[config.mk]
export PLATFORM = sky130hd
export DESIGN_NAME = pc_unit
export DESIGN_NICKNAME = d
export VERILOG_FILES = /design/src/rtl/pc_pkg.sv /design/src/rtl/pc_ret_stack.sv /design/src/rtl/pc_unit.sv
export SDC_FILE = /design/constraint.sdc
export NUM_CORES = 1
export LEC_CHECK = 0
export CAP_MARGIN = 30
export CORE_UTILIZATION = 58
export DETAILED_ROUTE_END_ITERATION = 10
export PLACE_DENSITY = 0.89
export RECOVER_POWER = 50
export SLEW_MARGIN = 30
export SYNTH_ARGS = -nofsm -noshare
export SYNTH_HDL_FRONTEND = slang
export SYNTH_HIERARCHICAL = 1
export SYNTH_SLANG_ARGS = --single-unit
[constraint.sdc]
create_clock -name clk -period 3.8 [get_ports clk]
set_clock_uncertainty 0.1 [all_clocks]
set_input_delay 0.95 -clock clk [delete_from_list [all_inputs] [get_ports clk]]
set_output_delay 0.95 -clock clk [all_outputs]
set_load 0.02 [all_outputs]
[src/rtl/pc_pkg.sv]
// Shared types and helpers for the program-counter unit.
// pc_action_e is the one action chosen per cycle by the priority encoder;
// pc_next_addr gives the sequential successor of a PC value.
// Helpers work on a 64-bit carrier, so the PC width must be 64 bits or less.
// Callers truncate the result back to their own width, which gives the
// modulo-2^WIDTH wrap.
package pc_pkg;

  typedef enum logic [2:0] {
    PC_HOLD = 3'd0,
    PC_INC  = 3'd1,
    PC_LOAD = 3'd2,
    PC_JREL = 3'd3,
    PC_CALL = 3'd4,
    PC_RET  = 3'd5
  } pc_action_e;

  localparam int PC_MAX_WIDTH = 64;

  // Successor address. The caller truncates the result to its width, and
  // that truncation is what makes all-ones wrap to zero.
  function automatic logic [PC_MAX_WIDTH-1:0] pc_next_addr(
    input logic [PC_MAX_WIDTH-1:0] pc
  );
    return pc + 64'd1;
  endfunction

  // Fixed-priority action select. Reset is handled by the registers
  // themselves, so stall is the highest priority here.
  function automatic pc_action_e pc_decode(
    input logic stall,
    input logic load,
    input logic jrel,
    input logic call,
    input logic ret,
    input logic inc
  );
    pc_action_e act;
    act = PC_HOLD;
    if (stall)     act = PC_HOLD;
    else if (load) act = PC_LOAD;
    else if (jrel) act = PC_JREL;
    else if (call) act = PC_CALL;
    else if (ret)  act = PC_RET;
    else if (inc)  act = PC_INC;
    return act;
  endfunction

endpackage

[src/rtl/pc_ret_stack.sv]
// Return-address LIFO: DEPTH entries of WIDTH bits.
// The owner never asserts push and pop in the same cycle. It also never
// pushes while full or pops while empty.
// Entry contents are not reset; only the occupancy count is.
module pc_ret_stack
  import pc_pkg::*;
#(
  parameter int WIDTH = 16,
  parameter int DEPTH = 8
) (
  input  logic                       clk,
  input  logic                       reset,
  input  logic                       push,
  input  logic                       pop,
  input  logic [WIDTH-1:0]           push_data,
  output logic [WIDTH-1:0]           top,
  output logic [$clog2(DEPTH+1)-1:0] depth,
  output logic                       full,
  output logic                       empty
);

  localparam int DW = $clog2(DEPTH+1);

  logic [WIDTH-1:0] mem [DEPTH];
  logic [DW-1:0]    cnt;
  logic [DW-1:0]    top_idx;

  // Occupancy count: cleared on reset, moved by one per push or pop.
  always_ff @(posedge clk) begin
    if (reset) begin
      cnt <= '0;
    end else if (push) begin
      cnt <= cnt + DW'(1);
    end else if (pop) begin
      cnt <= cnt - DW'(1);
    end
  end

  // Entry storage: a push writes the slot just above the current top.
  always_ff @(posedge clk) begin
    if (push && !reset) begin
      mem[cnt] <= push_data;
    end
  end

  // Top-of-stack view and status flags, derived from the count.
  always_comb begin
    top_idx = cnt - DW'(1);
    top     = '0;
    if (cnt != '0) begin
      top = mem[top_idx];
    end
    depth = cnt;
    full  = (cnt == DW'(DEPTH));
    empty = (cnt == '0);
  end

endmodule

[src/rtl/pc_unit.sv]
// Fetch-stage program counter with an integrated return-address stack.
// Per-cycle priority: reset > stall > load > [jrel] > call > ret > inc > hold.
// Optional feature macro: PCU_REL_BRANCH_EN. When it is defined, the jrel port
// is added and gives PC <= PC + in, where in is a two's-complement offset.
// ovf and unf are sticky error flags; only reset clears them.
module pc_unit
  import pc_pkg::*;
#(
  parameter int               WIDTH     = 16,
  parameter int               DEPTH     = 8,
  parameter logic [WIDTH-1:0] RESET_VEC = '0
) (
  input  logic                       clk,
  input  logic                       reset,
  input  logic                       stall,
  input  logic                       inc,
  input  logic                       load,
  input  logic                       call,
  input  logic                       ret,
  input  logic [WIDTH-1:0]           in,
`ifdef PCU_REL_BRANCH_EN
  input  logic                       jrel,
`endif
  output logic [WIDTH-1:0]           out,
  output logic [$clog2(DEPTH+1)-1:0] depth,
  output logic                       full,
  output logic                       empty,
  output logic                       ovf,
  output logic                       unf
);

  logic             jrel_req;
  pc_action_e       action;
  logic [WIDTH-1:0] pc;
  logic [WIDTH-1:0] pc_inc;
  logic [WIDTH-1:0] pc_rel;
  logic [WIDTH-1:0] stk_top;
  logic             stk_full;
  logic             stk_empty;
  logic             push;
  logic             pop;
  logic             ovf_q;
  logic             unf_q;

`ifdef PCU_REL_BRANCH_EN
  assign jrel_req = jrel;
`else
  assign jrel_req = 1'b0;
`endif

  // Action select, candidate addresses, and the stack handshake.
  always_comb begin
    action = pc_decode(stall, load, jrel_req, call, ret, inc);
    pc_inc = WIDTH'(pc_next_addr(PC_MAX_WIDTH'(pc)));
    pc_rel = pc + in;
    push   = 1'b0;
    pop    = 1'b0;
    if (!reset) begin
      push = (action == PC_CALL) && !stk_full;
      pop  = (action == PC_RET)  && !stk_empty;
    end
  end

  // Registered PC mux and sticky error flags.
  always_ff @(posedge clk) begin
    if (reset) begin
      pc    <= RESET_VEC;
      ovf_q <= 1'b0;
      unf_q <= 1'b0;
    end else begin
      unique case (action)
        PC_INC:  pc <= pc_inc;
        PC_LOAD: pc <= in;
        PC_JREL: pc <= pc_rel;
        PC_CALL: begin
          pc <= in;
          if (stk_full) begin
            ovf_q <= 1'b1;
          end
        end
        PC_RET: begin
          if (stk_empty) begin
            pc    <= pc_inc;
            unf_q <= 1'b1;
          end else begin
            pc <= stk_top;
          end
        end
        default: pc <= pc;
      endcase
    end
  end

  pc_ret_stack #(
    .WIDTH (WIDTH),
    .DEPTH (DEPTH)
  ) u_stack (
    .clk       (clk),
    .reset     (reset),
    .push      (push),
    .pop       (pop),
    .push_data (pc_inc),
    .top       (stk_top),
    .depth     (depth),
    .full      (stk_full),
    .empty     (stk_empty)
  );

  assign out   = pc;
  assign full  = stk_full;
  assign empty = stk_empty;
  assign ovf   = ovf_q;
  assign unf   = unf_q;

endmodule

==> impl_metrics.yaml <==
run_status:
  status: "complete, no violations"
global_routing:
  busiest_layer: "met2"
  met3_usage_pct: 5.42
  grt_pass1_vias: 4412
  grt_use_met1_pct: 37.0
  grt_util_all_layers_pct: 29.3
  grt_overflow: 0
  grt_max_degree: 40
  antenna_found_initial: 0
  use_met2_pct: 49.6
  grt_pass1_wl_um: 24300
floorplanning:
  die_area_mm2: 0.0118
  die_w_um: 108
  initial_core_util_pct: 60.1
  fp.dieH_um: 108
  ios: 47
  core_mm2: 0.0109
  num_rows: 38
setup_path:
  required_ps: 2750
  worst-setup-path-type: "reg2out"
  worst-path-max-fanout: 9
  path_cells: "inv_1 -> ha_1 -> and3b_1 -> clkdlybuf4s50_1"
  cp_slowest_cell: "clkdlybuf4s50_1"
  path_buf_inv: 2
  start_kind: "flip-flop"
  reg2reg_depth: 8
  worstReg2RegStart: "u_stack/depth[1]$_SDFFE_PP0P_"
  r2r_setup_slack_ps: 790
  cp.arrival_ps: 2140
  regToRegEndpoint: "out[15]$_SDFFE_PP0P_"
  cp-end-kind: "output pin"
  slowest_delay_ps: 550
  crit_family: "buffers and inverters"
final_layout:
  fin_util_pct: 71.4
  diodes: 0
  areaGrowthSynthToFinish_pct: 18.9
  layout-drive-gt1-share_pct: 19.8
  layout.nets: 522
synth:
  synth-compound-area-share_pct: 7.83
  ys_warn_count: 6
  syn-num-nets: 459
  synthesis.area_mm2: 0.00657
  async_flop_share_pct: 0
  synth_flop_cell: "edfxtp_1"
  synthCells: 433
  syn_area_per_cell_um2: 15.2
  synth_mux_area_share_pct: 11.1
  synth_xor_xnor_area_share_pct: 2.13
  synth_edf_count: 128
  synth_fa_ha_area_share_pct: 0.572
  synth_seq_area_share_pct: 65.2
  synth_top_family_by_area: "multiplexers"
  synth_simple_gate_area_share_pct: 10.3
  synth.distinct_cells: 50
  synth_seq_cells: 150
timing:
  finalSetupViolations: 0
  slew_headroom_pct: 32.1
  hold_viol: 0
  fin_crit_sh_pct: 83.9
  tightest_slew_ps: 1020
  whs_ps: 424
  maxSlewViolCount: 0
  period_minus_slack_ps: 3190
  rsz0062_at_grt: "false"
  fin_setup_tns_ps: 0
  fmax_mhz: 314
clock_tree:
  cts_setup_buffers: 0
  cts_buffer_depth: 2
  cts_tree: "done"
  hold_buffers: 0
  htree_levels: 4
  cts.sinks: 150
  clkLatencyLatePin_ps: 420
  cts_resized: 0
  cts_root_buf: "clkbuf_16"
  path_clk_slew_ps: 60
  numCtsBuffers: 17
placement:
  io_buffers: 46
  place_congestion: 0.849
  dp_hpwl_um: 9870
power_and_ir_drop:
  p_per_area_mw_per_mm2: 466
  power.total_mw: 3.64
  ir_drop_mv: 0.357
  p_leak_nw: 2.58
hold_path:
  hp-start: "ovf$_SDFFE_PP0P_"
  holdPathStages: 2
  hold_end: "ovf$_SDFFE_PP0P_"
  min_path_type: "reg2reg"
drt:
  dr.first_iter.drc_count: 485
  drc: 0
  vias_per_cell: 6.73
  first_pass_iters: 5
  drt_wl_total_um: 16100
  vias: 4370
  final_antenna_net_count: 0
  post_drt_wl_per_cell_um: 24.8
job:
  maxCapViolations: 0
-- worst max path at each step --
stage / from / endpoint / slack [ps] / cells after the start
final: u_stack/depth[1]$_SDFFE_PP0P_ / full / 610 / 4
after floorplan: u_stack/depth[0]$_SDFFE_PP0P_ / u_stack/mem[0][0]$_DFFE_PP_ / 0.6 / 9
after global routing: u_stack/depth[0]$_SDFFE_PP0P_ / depth[0] / 510 / 2
after detailed placement: call / u_stack/depth[3]$_SDFFE_PP0P_ / 350 / 6
after CTS: u_stack/depth[0]$_SDFFE_PP0P_ / depth[0] / 610 / 2
after global placement: call / u_stack/depth[3]$_SDFFE_PP0P_ / 410 / 6
-- worst min-delay path: cells and delay by family, from the launching register on --
kind | cells | cell delay, ps
flops | 1 | 360
simple gates | 1 | 80
compound gates | 1 | 60
-- synthesized netlist by cell type, types with 2 or more instances --
library cell  count  share of area [%]
a21o_1            2               0.23
a21oi_1          30                2.3
a221oi_1          4               0.53
a22o_1           16                2.1
a2bb2oi_1         2               0.27
a31oi_1           3               0.29
and3_1            3               0.29
buf_2             7               0.53
buf_6             4               0.69
clkbuf_1         14               0.80
dfxtp_1          22                6.7
edfxtp_1        128                 59
ha_1              3               0.57
inv_1             5               0.29
inv_2             2               0.11
mux4_2           32                 11
nand2_1          27                1.5
nand2b_1          4               0.38
nand3_1           9               0.69
nand3b_1         10                1.1
nand4_1           6               0.57
nor2_1           27                1.5
nor3_1           12               0.91
nor3b_1           9                1.0
nor4_1            4               0.38
o21ai_0           5               0.38
o32a_1            4               0.61
o32ai_2           2               0.50
or2_2             2               0.19
xnor2_1          10                1.3
xor2_1            6               0.80
-- per-stage QoR --
stage                     instance area, um2  std cells  setup WS (ps)
after global routing                    7810        649            512
after floorplan                         6570        433          0.619
after detailed placement                7270        617            348
after CTS                               7810        649            611
after global placement                  7270        617            408
final                                   7810        649            614
-- cells in the final DEF, fill, tap and decap left out, types with 3 or more instances in the layout --
cell type,n
mux4_2,32
clkbuf_1,5
nand2b_1,4
clkinv_2,3
o32a_1,4
edfxtp_1,128
a31oi_1,3
a21oi_1,30
o21ai_0,5
clkbuf_16,17
clkinvlp_4,3
dlygate4sd3_1,21
dfxtp_1,21
nor4_1,4
nor3_1,10
and3_1,3
clkdlybuf4s50_1,25
nor3_2,3
inv_1,5
nand4_1,6
xor2_1,6
xnor2_1,10
nor2_1,27
nand3_1,9
ha_1,3
nor3b_1,8
a22o_1,16
nand3b_1,10
buf_4,23
a221oi_1,4
nand2_1,27
-- cells by family (layout without fill, tap and decap cells) --
family / Yosys count / after routing
buffers and inverters: 35 / 111
AO/OA/AOI/OAI: 72 / 72
XOR/XNOR: 16 / 16
AND/OR/NAND/NOR: 124 / 124
flip-flops: 150 / 150
multiplexers: 33 / 33
adder cells (fa/ha/maj): 3 / 3
-- metal layers --
layer / vias up / routed length, um
li1: 1846 / -
met1: 2156 / 5730
met2: 298 / 8260
met3: 70 / 1500
met4: 0 / 593
met5: - / 0
-- power breakdown --
part | internal, mW | switching (mW)
Clock | 0.902 | 0.647
Sequential | 1.81 | 0.0250
Combinational | 0.110 | 0.147
Total | 2.82 | 0.819
-- cell type report --
type	instances	area (um2)
clock buffer	21	440
tap	140	175
sequential	150	4290
fill	686	3130
inverter	7	26.3
timing repair buffer	72	664
clock inverter	11	103
multi-input combinational	248	2110
-- state kept, by name, summed over array words and instances (netlist names) --
| name | count |
|---|---|
| ovf | 1 |
| u_stack/depth | 4 |
| unf | 1 |
| u_stack/mem | 128 |
| out | 16 |
No activity file was read; power rests on OpenSTA's default activity.
